===== src/rtl/mantissa_mul_arbiter.sv =====
// rtl/mantissa_mul_arbiter.sv - two-port round-robin front end for a shared pipelined mantissa multiplier
`timescale 1ns/1ps
module mantissa_mul_arbiter #(
    parameter int LAT    = 2,
    parameter int RDEPTH = 4
) (
    input  logic        clk,
    input  logic        rst,
    input  logic        req0_valid,
    output logic        req0_ready,
    input  logic [27:0] req0_a,
    input  logic [27:0] req0_b,
    input  logic [1:0]  req0_op,
    input  logic        req1_valid,
    output logic        req1_ready,
    input  logic [27:0] req1_a,
    input  logic [27:0] req1_b,
    input  logic [1:0]  req1_op,
    output logic        rsp0_valid,
    input  logic        rsp0_ready,
    output logic [55:0] rsp0_data,
    output logic        rsp1_valid,
    input  logic        rsp1_ready,
    output logic [55:0] rsp1_data,
    output logic [27:0] mul_a,
    output logic [27:0] mul_b,
    output logic [1:0]  mul_op,
    input  logic [55:0] mul_out,
    output logic        idle
);
    localparam int AW = (RDEPTH > 1) ? $clog2(RDEPTH) : 1;
    localparam int CW = AW + 1;
    localparam logic [CW:0]   DEPTH_W = (CW + 1)'(RDEPTH);
    localparam logic [CW-1:0] ONE_C   = CW'(1);
    localparam logic [AW-1:0] ONE_A   = AW'(1);

    logic [1:0]     req_valid;
    logic [1:0]     eligible;
    logic [1:0]     grant;
    logic [1:0]     push;
    logic [1:0]     pop;
    logic [1:0]     rsp_ready_v;
    logic [1:0]     rsp_valid_v;
    logic           pick0;

    logic [CW-1:0]  fifo_count [2];
    logic [CW-1:0]  inflight   [2];
    logic [CW:0]    used       [2];
    logic [AW-1:0]  wr_ptr     [2];
    logic [AW-1:0]  rd_ptr     [2];
    logic [55:0]    fifo_mem   [2][RDEPTH];

    logic [LAT-1:0] tag_valid;
    logic [LAT-1:0] tag_port;
    logic           exit_valid;
    logic           exit_port;

    // last_grant = 1 means port 1 was served last, so port 0 wins the next tie
    logic           last_grant;

    assign req_valid   = {req1_valid, req0_valid};
    assign rsp_ready_v = {rsp1_ready, rsp0_ready};
    assign exit_valid  = tag_valid[LAT-1];
    assign exit_port   = tag_port[LAT-1];

    // Credit check from registered state only; a pop this cycle frees space next cycle
    always_comb begin
        for (int p = 0; p < 2; p++) begin
            used[p]        = {1'b0, fifo_count[p]} + {1'b0, inflight[p]};
            eligible[p]    = req_valid[p] && (used[p] < DEPTH_W);
            rsp_valid_v[p] = (fifo_count[p] != '0);
            push[p]        = exit_valid && (exit_port == 1'(p));
            pop[p]         = rsp_valid_v[p] && rsp_ready_v[p];
        end
    end

    assign pick0 = eligible[0] && (!eligible[1] || last_grant);

    // Round-robin grant, suppressed while reset is held
    always_comb begin
        grant = 2'b00;
        if (!rst) begin
            grant[0] = pick0;
            grant[1] = eligible[1] && !pick0;
        end
    end

    // Operand registers toward the multiplier; they hold until the next grant
    always_ff @(posedge clk) begin
        if (rst) begin
            mul_a      <= '0;
            mul_b      <= '0;
            mul_op     <= '0;
            last_grant <= 1'b1;
        end else if (grant[0]) begin
            mul_a      <= req0_a;
            mul_b      <= req0_b;
            mul_op     <= req0_op;
            last_grant <= 1'b0;
        end else if (grant[1]) begin
            mul_a      <= req1_a;
            mul_b      <= req1_b;
            mul_op     <= req1_op;
            last_grant <= 1'b1;
        end
    end

    // Tag pipeline tracking which port owns the product emerging LAT cycles later
    always_ff @(posedge clk) begin
        if (rst) begin
            tag_valid <= '0;
            tag_port  <= '0;
        end else begin
            tag_valid[0] <= |grant;
            tag_port[0]  <= grant[1];
            for (int i = 1; i < LAT; i++) begin
                tag_valid[i] <= tag_valid[i-1];
                tag_port[i]  <= tag_port[i-1];
            end
        end
    end

    // Per-port in-flight counters, FIFO occupancy and pointers
    always_ff @(posedge clk) begin
        if (rst) begin
            for (int p = 0; p < 2; p++) begin
                inflight[p]   <= '0;
                fifo_count[p] <= '0;
                wr_ptr[p]     <= '0;
                rd_ptr[p]     <= '0;
            end
        end else begin
            for (int p = 0; p < 2; p++) begin
                case ({grant[p], push[p]})
                    2'b10:   inflight[p] <= inflight[p] + ONE_C;
                    2'b01:   inflight[p] <= inflight[p] - ONE_C;
                    default: inflight[p] <= inflight[p];
                endcase
                case ({push[p], pop[p]})
                    2'b10:   fifo_count[p] <= fifo_count[p] + ONE_C;
                    2'b01:   fifo_count[p] <= fifo_count[p] - ONE_C;
                    default: fifo_count[p] <= fifo_count[p];
                endcase
                if (push[p]) wr_ptr[p] <= wr_ptr[p] + ONE_A;
                if (pop[p])  rd_ptr[p] <= rd_ptr[p] + ONE_A;
            end
        end
    end

    // Response storage; contents need no reset because occupancy gates visibility
    always_ff @(posedge clk) begin
        for (int p = 0; p < 2; p++) begin
            if (push[p]) fifo_mem[p][wr_ptr[p]] <= mul_out;
        end
    end

    assign req0_ready = grant[0];
    assign req1_ready = grant[1];
    assign rsp0_valid = rsp_valid_v[0];
    assign rsp1_valid = rsp_valid_v[1];
    assign rsp0_data  = fifo_mem[0][rd_ptr[0]];
    assign rsp1_data  = fifo_mem[1][rd_ptr[1]];
    assign idle       = (tag_valid == '0) && (fifo_count[0] == '0) && (fifo_count[1] == '0);

endmodule


===== config.mk =====
export PLATFORM = sky130hd
export DESIGN_NAME = mantissa_mul_arbiter
export DESIGN_NICKNAME = d
export VERILOG_FILES = /design/src/rtl/mantissa_mul_arbiter.sv
export SDC_FILE = /design/constraint.sdc
export NUM_CORES = 1
export LEC_CHECK = 0
export ABC_AREA = 1
export BUFFER_PORTS_ARGS = -buffer_cell sky130_fd_sc_hd__buf_2
export CAP_MARGIN = 20
export CORE_ASPECT_RATIO = 0.75
export CORE_UTILIZATION = 55
export DETAILED_ROUTE_END_ITERATION = 10
export HOLD_SLACK_MARGIN = 0.12
export MAX_ROUTING_LAYER = met4
export PLACE_DENSITY = 0.8
export SKIP_LAST_GASP = 1
export SLEW_MARGIN = 0
export SYNTH_ARGS = -nofsm -noshare
export SYNTH_HDL_FRONTEND = slang
export SYNTH_SLANG_ARGS = --single-unit

===== constraint.sdc =====
create_clock -name clk -period 4 [get_ports clk]
set_clock_uncertainty 0.1 [all_clocks]
set_input_delay 0.6 -clock clk [delete_from_list [all_inputs] [get_ports clk]]
set_output_delay 0.6 -clock clk [all_outputs]
set_load 0.01 [all_outputs]

### Word-level counts from Yosys, hierarchy flattened

Memory sizes are Yosys's and may differ from the RTL's.
Cells that the tools add are included.
Widths: inputs -> output; s select.

* mux-type cells: 90
* bitwise gates (word level): 21
* reductions and logical operators: 27
* add/subtract/negate cells: 14
* magnitude comparators: 8
* eq/ne operators: 8

Operator list (number)
* $mux 224: 4
* $mux 56: 6
* $bmux 56 s2: 2
* $demux 56 s2: 2
* $reduce_or 224->1: 1
* $mux 28: 4
* $mux 1: 53
* $mux 3: 12
* $or 1x1->1: 16
* $mux 2: 7
* $add 3x1->3 const B: 4
* $ge 3x3->1 const B: 4
* $logic_and 1x1->1: 12
* $not 2->3: 4
* $sub 3x1->3 const B: 4
* $reduce_or 2->1: 5
* $add 2x1->2 const B: 4
* $add 3x3->4: 2
* $eq 2x1->1 const B: 4
* $eq 2x2->1 const B: 4
* $lt 4x3->1 const B: 2
* $logic_not 3->1: 2
* $lt 3x1->1 const B: 2
* $reduce_bool 3->1: 2
* other kinds (5): 6

* memories kept: 5
* memory bits (writable): 468
* input bits: 178
* register bits after elaboration: 63
* output and inout bits: 175

Memories
* fifo_mem: words 2, bits a word 224, rd ports 2, clocked after memory_dff 0, write ports 1, line 51 `logic [55:0] fifo_mem [2][RDEPTH];`
* fifo_count: words 2, bits a word 3, rd ports 2, clocked after memory_dff 0, write ports 2, line 46 `logic [CW-1:0] fifo_count [2];`
* inflight: words 2, bits a word 3, rd ports 2, clocked after memory_dff 0, write ports 2, line 47 `logic [CW-1:0] inflight [2];`
* rd_ptr: words 2, bits a word 2, rd ports 2, clocked after memory_dff 0, write ports 2, line 50 `logic [AW-1:0] rd_ptr [2];`
* wr_ptr: words 2, bits a word 2, rd ports 2, clocked after memory_dff 0, write ports 2, line 49 `logic [AW-1:0] wr_ptr [2];`

### Longest topological paths before layout

* depth after elaboration: 16
* mapped depth: 14
* depth with buffers taken out: 12

### Worst setup path before layout

No wires, ideal clock.

* kind: flip-flop to flip-flop
* from: register tag_valid[1]
* to: memory fifo_mem[0][0] (netlist name) (enable)
* arrival time: 3022 ps
* stages on the path, launching flop included: 5
* buffers on the path: 0
* slack: 408 ps
* clock period less this slack: 3592 ps
* library setup time: 470 ps
* path through: dfxtp_1 > inv_1 > nor2_1 > inv_1 > nor2_1

* word-level cells in the longest chain between the ends: 5
* elaborated cells between the ends (all ways): 9
* those cells by class: 6 x mux; 3 x reduce/logical

RTL lines
* from (decl): line 53 `logic [LAT-1:0] tag_valid;`
* from (signal, indexed assignment): line 117 `tag_valid[i] <= tag_valid[i-1];`
* $logic_and 1x1->1: line 72 `push[p] = exit_valid && (exit_port == 1'(p));`
* $mux 1: line 153 `if (push[p]) fifo_mem[p][wr_ptr[p]] <= mul_out;`
* $mux 224 (implied by the code): line 153
* $reduce_or 224->1 (no line)
* $mux 1 (no line) / $mux 224 (equally long branches)
* to (decl): line 51

Several ways; a longest one is shown, not always the timed one.

==> out/summary.txt <==
min-delay src: mul_out[19]
Die X-Extent: 233 µm
Core Area: 39500 µm²
post-synthesis register bit count: 531
outcome: complete, no violations
worst-path maximum fanout: 47
PostCTS Resize Cnt: 0
Post-CTS Setup Repair Bufs: 0
largest net degree at the start of global routing: 115
hold path cells: 1
GRT Util Overall: 26.7%
HP Class: input port to flip-flop
Synth warnings: 0
startpoint types: flip-flop
Power Dens Cells: 587 nW/µm²
Max-Cap Viols: 0
clk_lat worst skew: 0.55 ns
synth unique cells: 28
share of cells above drive strength 1: 20.3%
# rows: 63
Worst-path clk slew: 0.07 ns
Lkg Pwr: 0.0105 µW
Post-synth ARST share: 0%
TNS Setup: 0 ns
leading post-synthesis cells by cell area: edfxtp_1, dfxtp_1, o21ai_0
count leader, synth: edfxtp_1
Fill cells: 2971
Worst setup EP type: output pin
final core utilization: 65.1%
Layout Nets: 2480
Fmax achieved: 311 MHz
worst slew pin tran: 1.10 ns
I/O Pins: 353
grt total ovfl: 0
sequential share of the synthesized area: 69.5%
DP Wirelength: 30900 µm
critical path class: flip-flop to output pin
DR iter-0 viols: 1406
Post-CTS Hold Fix Bufs: 0
via count: 15900
post-DR vias/cell: 5.59
top cells by count, synth: edfxtp_1, nor2_1, o21ai_0
Max clock buf depth: 3
final WL: 53200 µm
largest area contributor in the netlist: edfxtp_1
I/O Buffers: 352
CTS tree: done
DIE AREA: 40900 µm²
post-route ant nets: 0
RSZ-0062 raised after global routing: false
worst flop-to-flop path startpoint: fifo_count[1][2]$_DFFE_PP_
vias in the first global route: 14900
mean post-synth cell area: 11.2 µm²
EDFF count, synth: 468
crit path time final: 3.22 ns
final hold vios: 0
post-synthesis cell area: 22000 µm²
global-route wire length before repair: 81500 µm
Slew Viols, Final: 0
DRT Pass-1 Iters: 5
Max rail drop VDD: 0.000416 V
FF-to-FF path depth: 8
Final setup viols: 0
clock sinks: 531
initial antenna violation count: 4
Final Cycle Share: 80.4%
r2r endpoint: mul_b[17]$_SDFFE_PP0P_
Initial Utilization: 55.8%
Net Count, Synth: 2177
die height: 175 µm
Worst Setup SP: rd_ptr[0][3]$_SDFFCE_PN0P_
Routed wire per std cell: 18.7 µm
H-Tree Depth: 2
max_slew headroom: 26.4%
DRC viols: 0
placer congestion estimate: 0.944
WP data arrival: 2.52 ns
top-area cell type share of the netlist area: 63.8%
Post-synth top flop: edfxtp_1
Syn Inst Count: 1972
CTS Buf Count: 49
register-to-register setup slack: 1.27 ns
area delta synth->final: 16.7%
critical path required time: 3.30 ns
Worst Hold Endpoint: fifo_mem[0][75]$_DFFE_PP_
clock root cell: clkbuf_16
==> final cells by class <==
| cell class | instances | area (µm²) | share of cell area [%] |
|---|---|---|---|
| Timing Repair Buffer | 382 | 2050 | 7.99 |
| Antenna cell | 4 | 10.0 | 0.0390 |
| Clock inverter | 29 | 191 | 0.745 |
| Inverter | 226 | 852 | 3.32 |
| Clock buffer | 60 | 1270 | 4.93 |
| Tap cell | 520 | 651 | 2.53 |
| Multi-Input combinational cell | 1085 | 5360 | 20.9 |
| Sequential cell | 531 | 15300 | 59.6 |
==> critical path, stage by stage (launching register included) <==
cell	delay, ns
edfxtp_1	0.39
inv_2	0.73
buf_4	0.33
o21ai_0	0.12
o22ai_1	0.20
buf_2	0.18
==> metal layers <==
metal / routed length (µm) / up-vias / track usage, % / part of all wire (%)
li1: - / 7441 / - / -
met3: 4110 / 146 / 4.64 / 7.7
met5: 0 / - / - / 0
met4: 2030 / 0 / 11.1 / 3.8
met1: 22300 / 7577 / 36.3 / 42
met2: 24700 / 687 / 40.0 / 46
==> kinds of logic after synthesis <==
kind of cell	share of synthesized area, %
DFF	69.5
AOI/OAI and AO/OA	8.69
buffers and inverters	6.43
xor gates and xnor gates	0.278
and+or+nand+nor	13.5
adders and majority gates	1.60
==> flip-flops by register name, indices dropped and copies added (netlist names) <==
register,cells
fifo_mem,448
wr_ptr,4
last_grant,1
tag_port,2
rd_ptr,4
tag_valid,2
mul_op,2
mul_b,28
fifo_count,6
inflight,6
mul_a,28
==> through the flow <==
step | setup slack [ns] | std cells | hold WS (ns) | area, µm² | power [µW]
floorplan | 0.408 | 1972 | 0.288 | 22000 | 9360
global placement | 1.31 | 2742 | 0.306 | 24200 | 10700
detailed placement | 1.28 | 2742 | 0.302 | 24200 | 10900
CTS | 0.670 | 2831 | 0.183 | 25600 | 15100
global route | 0.605 | 2837 | 0.194 | 25700 | 15900
finish | 0.785 | 2837 | 0.207 | 25700 | 15100
==> power breakdown <==
part,leakage (µW),total (µW),switching (µW),internal (µW)
clock network,0.000703,4300,1920,2380
logic,0.00503,4150,2770,1380
registers,0.00476,6630,177,6450
==> how the worst max path moves through the flow <==
stage                                              end  slack (ns)  depth (start not counted)
after detailed placement                  rsp1_data[9]        1.28                          4
after global placement    inflight[0][2]$_SDFFCE_PN0P_        1.31                         11
after floorplan               fifo_mem[0][0]$_DFFE_PP_        0.41                          4
after CTS                                 rsp1_data[9]        0.67                          4
final                                    rsp1_data[41]        0.78                          5
after global routing                     rsp0_data[30]        0.61                          5
==> cells in the final DEF, fill, tap and decap left out <==
master      count
inv_1         215
ha_1           25
nand4_2         1
buf_16          2
inv_2           7
clkinv_2        8
nand2_2         1
nand4_1        58
buf_2         352
dfxtp_1        63
o211ai_1        1
bufinv_16       2
nor2_4         10
clkinvlp_2      1
clkinv_1       17
o22ai_1       112
nand3_2         1
nand3_4         1
nor3_1          3
clkbuf_1       11
xor2_1          1
fa_1            2
inv_6           2
edfxtp_1      468
nor2_2          1
o21ai_0       236
clkinv_4        1
xnor2_1         6
buf_12          2
clkinvlp_4      2
nor4_1          1
a21oi_1         5
clkbuf_16      49
nand2_1       192
nand3_1       123
buf_4          26
nor2_1        305
diode_2         4
Power figures use the tool's default switching activity.
